`src/rtl/mem_stage_pkg.sv`:
```
//==============================================================================
// mem_stage_pkg: shared pipeline bus widths, load encodings and field layout
// rev 1.0
//==============================================================================
`default_nettype none

package mem_stage_pkg;

  localparam int ES2MS_BUS_W = 75;
  localparam int MS2WS_BUS_W = 70;
  localparam int FWD_BUS_W   = 39;

  localparam logic [2:0] LD_W  = 3'b000;
  localparam logic [2:0] LD_B  = 3'b001;
  localparam logic [2:0] LD_H  = 3'b010;
  localparam logic [2:0] LD_BU = 3'b011;
  localparam logic [2:0] LD_HU = 3'b100;

  // Field order matches the execute-to-memory bus, MSB first.
  typedef struct packed {
    logic        mem_req;
    logic        res_from_mem;
    logic [2:0]  ld_type;
    logic        gr_we;
    logic [4:0]  dest;
    logic [31:0] alu_result;
    logic [31:0] pc;
  } es2ms_t;

  function automatic logic [31:0] ext8(input logic [7:0] b, input logic sgn);
    return {{24{sgn & b[7]}}, b};
  endfunction

  function automatic logic [31:0] ext16(input logic [15:0] h, input logic sgn);
    return {{16{sgn & h[15]}}, h};
  endfunction

endpackage

`default_nettype wire

```
`src/rtl/mem_stage_if.sv`:
```
//==============================================================================
// mem_stage_if: execute / write-back / data-SRAM / decode-forward signals
// rev 1.0
//==============================================================================
`default_nettype none

interface mem_stage_if;
  import mem_stage_pkg::*;

  logic                   es_to_ms_valid;
  logic                   ms_allowin;
  logic [ES2MS_BUS_W-1:0] es_to_ms_bus;
  logic                   ws_allowin;
  logic                   ms_to_ws_valid;
  logic [MS2WS_BUS_W-1:0] ms_to_ws_bus;
  logic                   data_sram_data_ok;
  logic [31:0]            data_sram_rdata;
  logic [FWD_BUS_W-1:0]   ms_fwd_bus;

  modport master (
    output es_to_ms_valid, es_to_ms_bus, ws_allowin,
           data_sram_data_ok, data_sram_rdata,
    input  ms_allowin, ms_to_ws_valid, ms_to_ws_bus, ms_fwd_bus
  );

  modport slave (
    input  es_to_ms_valid, es_to_ms_bus, ws_allowin,
           data_sram_data_ok, data_sram_rdata,
    output ms_allowin, ms_to_ws_valid, ms_to_ws_bus, ms_fwd_bus
  );

endinterface

`default_nettype wire

```
`src/rtl/mem_stage_load_align.sv`:
```
//==============================================================================
// load_align: selects and extends the addressed byte/half/word of load data
// rev 1.0
//==============================================================================
`default_nettype none

module load_align
  import mem_stage_pkg::*;
(
  input  logic [2:0]  i_ld_type,
  input  logic [1:0]  i_offset,
  input  logic [31:0] i_rdata,
  output logic [31:0] o_data
);

  logic [7:0]  w_byte;
  logic [15:0] w_half;

  assign w_byte = i_rdata[{i_offset, 3'b000} +: 8];
  assign w_half = i_offset[1] ? i_rdata[31:16] : i_rdata[15:0];

  always_comb begin
    o_data = '0;
    case (i_ld_type)
      LD_W:    o_data = i_rdata;
      LD_B:    o_data = ext8(w_byte, 1'b1);
      LD_BU:   o_data = ext8(w_byte, 1'b0);
      LD_H:    o_data = ext16(w_half, 1'b1);
      LD_HU:   o_data = ext16(w_half, 1'b0);
      default: o_data = '0;
    endcase
  end

endmodule

`default_nettype wire

```
`src/rtl/mem_stage.sv`:
```
//==============================================================================
// mem_stage: memory-access pipeline stage with response buffering
// rev 1.0
//==============================================================================
`default_nettype none

module mem_stage
  import mem_stage_pkg::*;
(
  input  logic        clk,
  input  logic        resetn,
  mem_stage_if.slave  ms_if
);

  logic        r_ms_valid;
  es2ms_t      r_bus;
  logic [31:0] r_rdata_buf;
  logic        r_resp_got;

  es2ms_t      w_in_bus;
  logic        w_ready_go;
  logic        w_allowin;
  logic        w_accept;
  logic        w_capture;
  logic        w_load_pending;
  logic [31:0] w_mem_data;
  logic [31:0] w_loaded;
  logic [31:0] w_final_result;

  assign w_in_bus   = es2ms_t'(ms_if.es_to_ms_bus);

  // Stores wait for data_ok too, so only non-memory ops skip the response.
  assign w_ready_go = ~r_bus.mem_req | r_resp_got | ms_if.data_sram_data_ok;
  assign w_allowin  = ~r_ms_valid | (w_ready_go & ms_if.ws_allowin);
  assign w_accept   = ms_if.es_to_ms_valid & w_allowin;

  // Buffer only when the instruction stays; a leaving one uses rdata directly.
  assign w_capture  = ms_if.data_sram_data_ok & r_ms_valid & r_bus.mem_req &
                      ~r_resp_got & ~ms_if.ws_allowin;

  always_ff @(posedge clk or negedge resetn) begin
    if (!resetn) begin
      r_ms_valid  <= 1'b0;
      r_bus       <= '0;
      r_rdata_buf <= '0;
      r_resp_got  <= 1'b0;
    end else begin
      if (w_allowin) begin
        r_ms_valid <= ms_if.es_to_ms_valid;
      end
      if (w_accept) begin
        r_bus      <= w_in_bus;
        r_resp_got <= 1'b0;
      end else if (w_capture) begin
        r_resp_got <= 1'b1;
      end
      if (w_capture) begin
        r_rdata_buf <= ms_if.data_sram_rdata;
      end
    end
  end

  assign w_mem_data = r_resp_got ? r_rdata_buf : ms_if.data_sram_rdata;

  load_align u_load_align (
    .i_ld_type (r_bus.ld_type),
    .i_offset  (r_bus.alu_result[1:0]),
    .i_rdata   (w_mem_data),
    .o_data    (w_loaded)
  );

  assign w_final_result = r_bus.res_from_mem ? w_loaded : r_bus.alu_result;
  assign w_load_pending = r_ms_valid & r_bus.res_from_mem & ~w_ready_go;

  assign ms_if.ms_allowin     = w_allowin;
  assign ms_if.ms_to_ws_valid = r_ms_valid & w_ready_go;
  assign ms_if.ms_to_ws_bus   = {r_bus.gr_we, r_bus.dest, w_final_result, r_bus.pc};
  assign ms_if.ms_fwd_bus     = {r_ms_valid & r_bus.gr_we, r_bus.dest,
                                 w_final_result, w_load_pending};

endmodule

`default_nettype wire

```
`src/flat_wrapper.sv`:
```
// flat-port wrapper written by rule: the top's interface ports become plain ports
module mem_stage_flat import mem_stage_pkg::*;
  (clk, resetn, ms_if_es_to_ms_valid, ms_if_es_to_ms_bus, ms_if_ws_allowin, ms_if_data_sram_data_ok, ms_if_data_sram_rdata, ms_if_ms_allowin, ms_if_ms_to_ws_valid, ms_if_ms_to_ws_bus, ms_if_ms_fwd_bus);
  mem_stage_if ms_if_i ();
  input  logic clk;
  input  logic resetn;
  input wire logic [$bits(ms_if_i.es_to_ms_valid)-1:0] ms_if_es_to_ms_valid;
  input wire logic [$bits(ms_if_i.es_to_ms_bus)-1:0] ms_if_es_to_ms_bus;
  input wire logic [$bits(ms_if_i.ws_allowin)-1:0] ms_if_ws_allowin;
  input wire logic [$bits(ms_if_i.data_sram_data_ok)-1:0] ms_if_data_sram_data_ok;
  input wire logic [$bits(ms_if_i.data_sram_rdata)-1:0] ms_if_data_sram_rdata;
  output wire logic [$bits(ms_if_i.ms_allowin)-1:0] ms_if_ms_allowin;
  output wire logic [$bits(ms_if_i.ms_to_ws_valid)-1:0] ms_if_ms_to_ws_valid;
  output wire logic [$bits(ms_if_i.ms_to_ws_bus)-1:0] ms_if_ms_to_ws_bus;
  output wire logic [$bits(ms_if_i.ms_fwd_bus)-1:0] ms_if_ms_fwd_bus;
  assign ms_if_i.es_to_ms_valid = ms_if_es_to_ms_valid;
  assign ms_if_i.es_to_ms_bus = ms_if_es_to_ms_bus;
  assign ms_if_i.ws_allowin = ms_if_ws_allowin;
  assign ms_if_i.data_sram_data_ok = ms_if_data_sram_data_ok;
  assign ms_if_i.data_sram_rdata = ms_if_data_sram_rdata;
  assign ms_if_ms_allowin = ms_if_i.ms_allowin;
  assign ms_if_ms_to_ws_valid = ms_if_i.ms_to_ws_valid;
  assign ms_if_ms_to_ws_bus = ms_if_i.ms_to_ws_bus;
  assign ms_if_ms_fwd_bus = ms_if_i.ms_fwd_bus;
  mem_stage u_core (.clk(clk), .resetn(resetn), .ms_if(ms_if_i));
endmodule
```
`config.mk`:
```
export PLATFORM = sky130hd
export DESIGN_NAME = mem_stage_flat
export DESIGN_NICKNAME = d
export VERILOG_FILES = /design/src/rtl/mem_stage_pkg.sv /design/src/rtl/mem_stage_if.sv /design/src/rtl/mem_stage_load_align.sv /design/src/rtl/mem_stage.sv /design/src/flat_wrapper.sv
export SDC_FILE = /design/constraint.sdc
export NUM_CORES = 1
export LEC_CHECK = 0
export ABC_AREA = 1
export BUFFER_PORTS_ARGS = -buffer_cell sky130_fd_sc_hd__buf_2
export CAP_MARGIN = 10
export CORE_ASPECT_RATIO = 1.75
export CORE_MARGIN = 5
export CORE_UTILIZATION = 52
export CTS_BUF_LIST = sky130_fd_sc_hd__clkbuf_8
export DETAILED_ROUTE_END_ITERATION = 10
export GPL_TIMING_DRIVEN = 0
export HOLD_SLACK_MARGIN = 0.1
export PLACE_DENSITY = 0.84
export REMOVE_ABC_BUFFERS = 1
export SETUP_SLACK_MARGIN = 0.3
export SKIP_LAST_GASP = 1
export SYNTH_ARGS = -nofsm -noshare
export SYNTH_HDL_FRONTEND = slang
export SYNTH_SLANG_ARGS = --single-unit
```
`constraint.sdc`:
```
create_clock -name clk -period 2.05 [get_ports clk]
set_clock_uncertainty 0.05 [all_clocks]
set_input_delay 0.3075 -clock clk [delete_from_list [all_inputs] [get_ports clk]]
set_output_delay 0.3075 -clock clk [all_outputs]
set_load 0.01 [all_outputs]
```
==> flow_metrics.py, run 1 <==
metrics = {
    "place": {
        "io_buffers": 222,
        "place_congestion": 0.875,
        "dp_hpwl_um": 12200,
    },
    "logic_synthesis": {
        "yosysTopAreaCell": "dfrtp_1",
        "yosysWarnings": 0,
        "synth_seq_area_share": 0.433,
        "ys_seq_elements": 109,
        "synthAdderAreaFrac": 0,
        "netlist_top_cells_area": "dfrtp_1 43%, nand2_1 22%, buf_4 11%",
        "synth-edff-count": 0,
        "yosys_most_used_dff": "dfrtp_1",
        "post_synth_num_cell_types": 22,
        "synthXorXnorAreaFrac": 0,
        "netlist_instances": 857,
        "synth_compound_area_frac": 0.0546,
        "ys_async_sr_fraction": 1.00,
        "synth_top_family_by_area": "simple AND/OR/NAND/NOR gates",
        "synthMuxAreaShare": 0.0321,
        "yosys.area_share.simple": 0.326,
        "synth_top_area_share": 0.433,
        "synth_area_mm2": 0.00631,
        "syn_avg_cell_area_um2": 7.36,
    },
    "run_status": {
        "violations": "max-capacitance violations, max-slew violations, negative setup slack",
        "run_status": "complete, but fails checks",
    },
    "setup_path": {
        "start_kind": "flop",
        "cp.required_ns": 1.69,
        "crit_chain": "buf_6 > nand2_4 > nand3_4 > nand3_4 > nand2_8 > nand2_8 > nand3_2 > nand2_1 > nand2_2 > buf_6",
        "crit_buf_inv": 2,
        "cp-end-kind": "output port",
        "cp_max_fo": 6,
        "path_delay_family": "simple AND/OR/NAND/NOR gates",
        "worst_ep_arrival_time_ns": 2.15,
        "cpMaxStageDelayCell": "dfrtp_4",
        "crit_type": "reg -> out",
        "critPathMaxStageDelay_ns": 0.59,
    },
    "clock_tree": {
        "worstSkewPairLatency_ns": 0.38,
        "cts_tree": "yes",
        "cts.clk_slew.worst_paths_ns": 0.11,
        "clkSinkCount": 109,
        "clockRootBuffer": "clkbuf_8",
        "cts_buffer_depth": 2,
        "htreeDepth": 3,
        "cts_buffers": 9,
    },
    "grt": {
        "grt_pass1_vias": 6869,
        "grt_usage": 0.314,
        "antenna_found_initial": 0,
        "grt_overflow": 0,
        "grt_max_degree": 73,
        "grt_pass1_wl_um": 35700,
    },
    "detailed_routing": {
        "route.vias.total": 7365,
        "remaining_drc_errors": 0,
        "drt_iter0_drc": 662,
        "wirelength_um": 27900,
        "vias_per_cell": 5.94,
        "wl_per_cell_um": 22.5,
        "firstDrtPassIters": 8,
        "ant_nets": 0,
    },
    "sta": {
        "holdWs_ns": 0.101,
        "maxSlewViolCount": 84,
        "finalSetupViolations": 112,
        "fin_crit_sh": 1.22,
        "rsz0062_at_grt": "yes",
        "fmax_mhz": 399,
        "period_minus_slack_ns": 2.50,
        "hold_viol": 0,
        "setup_slack_ns": -0.454,
        "tightestPinTransition_ns": 1.52,
        "relSlewSlack": -0.0102,
    },
    "die": {
        "row_count": 53,
        "ios": 223,
        "initial_core_util": 0.528,
        "core-area_mm2": 0.0119,
        "chipHeight_um": 156,
        "die_x_um": 93.2,
        "die-area_mm2": 0.0145,
    },
    "power_and_ir_drop": {
        "ir_drop_mv": 0.547,
        "power_uw": 9590,
        "power.leakage_uw": 0.00522,
        "powerDensity_mw_per_mm2": 974,
    },
    "cells_and_area": {
        "antenna_cells_inserted": 0,
        "drive_gt1_frac": 0.481,
        "final_cell_mix": "278 x nand2_1, 179 x buf_2, 106 x dfrtp_1",
        "layout_commonest_cell": "nand2_1",
        "area_growth_pct": 56.1,
        "finalNetCount": 1210,
    },
    "flow_run": {
        "cap_viol_max_count": 1,
    },
    "min_path": {
        "hp-class": "in -> reg",
    },
}
metal layers:
metal	share of wire	up-vias	GRT usage	wire [um]
met2	0.51	585	0.540	14100
met1	0.31	3416	0.341	8760
li1	-	3158	-	-
met3	0.088	206	0.0589	2450
met5	0	-	0	0
met4	0.093	0	0.221	2590
tightest hold or removal path, cell delays in order:
cell and delay (ns):
buf_2 0.07, nand3_1 0.07, nand2_1 0.05
per-stage QoR:
| stage | instance area (um2) | setup TNS (ns) | util | setup slack (ns) | instances |
|---|---|---|---|---|---|
| 4_1_cts | 8670 | -18.24 | 0.726 | -0.310 | 1206 |
| 3_3_place_gp | 6750 | -552.76 | 0.566 | -3.96 | 1087 |
| 5_1_grt | 9840 | -29.81 | 0.825 | -0.457 | 1240 |
| 2_1_floorplan | 5470 | -234.89 | - | -2.08 | 728 |
| 3_5_place_dp | 6880 | -204.65 | 0.576 | -1.69 | 1093 |
| 6_report | 9840 | -26.99 | 0.825 | -0.454 | 1240 |
flip-flops by register name, summed over array words and instances, names as in the netlist:
register,count
u_core.r_rdata_buf,32
u_core.r_ms_valid,1
u_core.r_resp_got,1
u_core.ms_if.ms_fwd_bus,5
u_core.r_bus,37
u_core.ms_if.ms_to_ws_bus,33
cell type report:
class / instances / area [um2]
repair buffers: 338 / 2790
fillers: 672 / 2090
well taps: 137 / 171
repair inverters: 2 / 18.8
inverters: 36 / 160
clock buffers: 9 / 124
multi-input cells: 602 / 3780
clock inverters: 7 / 56.3
flip-flops and latches: 109 / 2740
worst paths after layout:
check                                       startpoint                endpoint  slack (ns)  depth (start not counted)
worst max-delay path                 u_core.r_resp_got  ms_if_ms_to_ws_bus[48]       -0.45                         10
worst min-delay path            ms_if_es_to_ms_bus[43]        u_core.r_bus[43]        0.10                          3
worst max register to register       u_core.r_resp_got        u_core.r_bus[74]       -0.11                         12
worst min register to register        u_core.r_bus[45]        u_core.r_bus[45]        0.43                          2
max in group asynchronous                       resetn        u_core.r_bus[73]        0.69                          2
min in group asynchronous                       resetn  u_core.r_rdata_buf[23]        0.51                          2
timing repair:
item                                   4_1_cts  5_1_grt
pin swaps                                   55       88
buffers inserted                            38       13
setup endpoints to repair                  176      176
gates resized for setup                    162      176
endpoints found under the hold margin      110        0
cloned                                      11       21
hold buffers                                48        0
report_power, final:
part / switching, uW / internal [uW]
clock network: 835 / 462
logic: 2810 / 2180
registers: 510 / 2780
total: 4160 / 5430
kinds of logic after synthesis:
family | Yosys count
simple gates | 506
buf+inv | 165
flops | 109
compound gates | 59
mux | 18
cell usage after synthesis (3+ instances only):
cell	number
buf_1	3
mux2_2	17
dfrtp_1	109
o211ai_1	15
inv_1	34
nor2_1	10
nand3_1	118
clkbuf_1	25
buf_2	10
o21ai_1	13
nand2_1	374
a21oi_1	6
buf_4	91
o21ai_0	24
Power figures use the tool's default switching activity.
==> run 2: changes to the inputs <==
--- a/config.mk
+++ b/config.mk
@@ -15,7 +15,7 @@
 export DETAILED_ROUTE_END_ITERATION = 10
 export GPL_TIMING_DRIVEN = 0
 export HOLD_SLACK_MARGIN = 0.1
-export PLACE_DENSITY = 0.84
+export PLACE_DENSITY = 0.88
 export REMOVE_ABC_BUFFERS = 1
 export SETUP_SLACK_MARGIN = 0.3
 export SKIP_LAST_GASP = 1
==> run 2 against run 1 <==
Critical path depth is the same. Cell count grew 0.40%. Critical endpoint is now ms_if_ms_fwd_bus[1]. Hold slack gained 0.00099 ns. Wire length grew 5.2%. Utilization grew 2.7 points. Sequential share of layout area shrank 0.88 points. Combinational power grew 6.0%. Via count grew 4.9%. Total power grew 3.7%. The run ends with negative setup slack left.
==> flow_metrics.py, run 2 (synthesis gave the netlist of run 1 again) <==
metrics = {
    "die": {
        "initial_core_util": 0.528,
        "chipHeight_um": 156,
        "die-area_mm2": 0.0145,
        "row_count": 53,
        "ios": 223,
        "core-area_mm2": 0.0119,
        "die_x_um": 93.2,
    },
    "setup_path": {
        "cpMaxStageDelayCell": "dfrtp_4",
        "cp-end-kind": "output port",
        "cp_max_fo": 11,
        "cp.required_ns": 1.69,
        "crit_top_cell": "nand2_1",
        "critPathMaxStageDelay_ns": 0.54,
        "crit_type": "reg -> out",
        "crit_chain": "inv_12 > buf_12 > o21ai_0 > nand2_1 > o21ai_0 > nand2_1 > nand3_1 > nand2_1 > nand2_2 > buf_2",
        "reg2reg_depth": 15,
        "r2r_setup_slack_ns": -0.24,
        "timing.rr.end": "u_core.ms_if.ms_to_ws_bus[3]",
        "r2r-start": "u_core.r_resp_got",
        "start_kind": "flop",
        "worst_ep_arrival_time_ns": 2.19,
    },
    "clock_tree": {
        "cts_tree": "yes",
        "cts_buffer_depth": 2,
        "cts.clk_slew.worst_paths_ns": 0.12,
        "worstSkewPairLatency_ns": 0.39,
        "cts_buffers": 9,
        "clkSinkCount": 109,
        "htreeDepth": 3,
        "clockRootBuffer": "clkbuf_8",
    },
    "power_and_ir_drop": {
        "powerDensity_mw_per_mm2": 978,
        "power.leakage_uw": 0.00536,
        "ir_drop_mv": 0.623,
    },
    "cells_and_area": {
        "largest_register": "u_core.r_bus",
        "largest_register_ffs": 37,
        "utilization": 0.851,
        "nFillCells": 609,
        "final_cell_mix": "239 x nand2_1, 188 x buf_2, 109 x nand2_2",
        "finalNetCount": 1214,
        "layout_commonest_cell": "nand2_1",
        "area_growth_pct": 61.2,
        "stdcell_count": 1245,
        "drive_gt1_frac": 0.517,
    },
    "place": {
        "place_congestion": 0.858,
        "dp_hpwl_um": 12300,
        "dpl.cell_count": 1093,
        "io_buffers": 222,
    },
    "detailed_routing": {
        "drt_iter0_drc": 944,
        "firstDrtPassIters": 7,
        "wirelength_um": 29400,
        "route.vias.total": 7728,
        "vias_per_cell": 6.21,
        "wl_per_cell_um": 23.6,
        "remaining_drc_errors": 0,
        "ant_nets": 0,
    },
    "sta": {
        "relSlewSlack": 0.385,
        "maxSlewViolCount": 0,
        "setup_slack_ns": -0.495,
        "tns_ns": -41.49,
        "hold_viol": 0,
        "period_minus_slack_ns": 2.55,
        "rsz0062_at_grt": "yes",
        "finalSetupViolations": 168,
        "fin_crit_sh": 1.24,
        "fmax_mhz": 393,
        "tightestPinTransition_ns": 0.922,
    },
    "grt": {
        "grt_pass1_vias": 7212,
        "antenna_found_initial": 3,
        "grt_max_degree": 82,
        "grt_usage": 0.332,
        "grt_overflow": 0,
        "grt_pass1_wl_um": 37500,
    },
    "run_status": {
        "run_status": "complete, but fails checks",
        "violations": "negative setup slack",
    },
    "min_path": {
        "hp-class": "in -> reg",
        "worst_hold_path.endpoint": "u_core.r_bus[59]",
        "hp-start": "ms_if_es_to_ms_bus[59]",
        "whs_path_depth": 3,
    },
    "flow_run": {
        "cap_viol_max_count": 0,
    },
}
## run 2: cell count changes in the layout (fill, tap and decap cells not counted), sizes merged
cell / before / now
buf: 282 / 294
clkbuf: 17 / 11
clkinv: 2 / 3
clkinvlp: 3 / 2
diode: 0 / 1
dlygate4sd3: 48 / 45
nand2: 393 / 394
## run 2: stage by stage
step | hold WS (ns) | cell area [um2] | setup slack, ns | power [uW]
after floorplan | -0.0381 | 5470 | -2.08 | 4810
after global placement | 0.400 | 6750 | -4.22 | 5970
after detailed placement | 0.403 | 6850 | -1.82 | 6090
after CTS | 0.100 | 8980 | -0.294 | 8640
after global routing | 0.102 | 10200 | -0.550 | 10300
final | 0.102 | 10200 | -0.495 | 9940
## run 2: layer usage
layer,track usage,up-vias,routed length [um]
met5,0,-,14
met4,0.257,4,2800
met3,0.0642,259,2670
met2,0.573,710,14900
met1,0.348,3581,9010
li1,-,3174,-
## run 2: cell type report
| type | count | area, um2 | area share |
|---|---|---|---|
| Multi-Input combinational cell | 603 | 4030 | 0.397 |
| Timing Repair Buffer | 341 | 2860 | 0.282 |
| Sequential cell | 109 | 2740 | 0.269 |
| Tap cell | 137 | 171 | 0.0169 |
| Inverter | 36 | 156 | 0.0154 |
| Clock buffer | 9 | 124 | 0.0122 |
| Clock inverter | 7 | 58.8 | 0.00579 |
| Timing Repair inverter | 2 | 18.8 | 0.00185 |
| Antenna cell | 1 | 2.50 | 0.000246 |
## run 2: worst max path at each step
stage                       from                   end  slack (ns)  cells past startpoint
2_1_floorplan  u_core.r_resp_got      u_core.r_bus[32]       -2.08                      7
3_3_place_gp   u_core.r_resp_got      u_core.r_bus[32]       -4.22                      7
3_5_place_dp   u_core.r_resp_got      u_core.r_bus[32]       -1.82                      8
4_1_cts         u_core.r_bus[72]  ms_if_ms_fwd_bus[27]       -0.29                      8
5_1_grt        u_core.r_resp_got   ms_if_ms_fwd_bus[1]       -0.55                     10
6_report       u_core.r_resp_got   ms_if_ms_fwd_bus[1]       -0.50                     10
## run 2: power by group
group          leakage (uW)  switching [uW]  total, uW  internal (uW)
clock network     0.0000975             842       1310            464
logic               0.00394            2950       5300           2350
registers           0.00132             549       3330           2780
## run 2: repair_timing
item,in CTS,in global routing
hold buffers,45,0
pin swaps,39,66
endpoints found under the hold margin,109,0
cloned,25,7
endpoints found under the setup margin,176,176
resized for setup,183,239
setup buffers,42,15
## run 2: critical path, delay by kind of cell, from the launching register on
kind	cells	cell delay [ns]
AO/OA/AOI/OAI	2	0.44
buffers and inverters	3	0.36
flip-flops	1	0.54
AND/OR/NAND/NOR	5	0.45
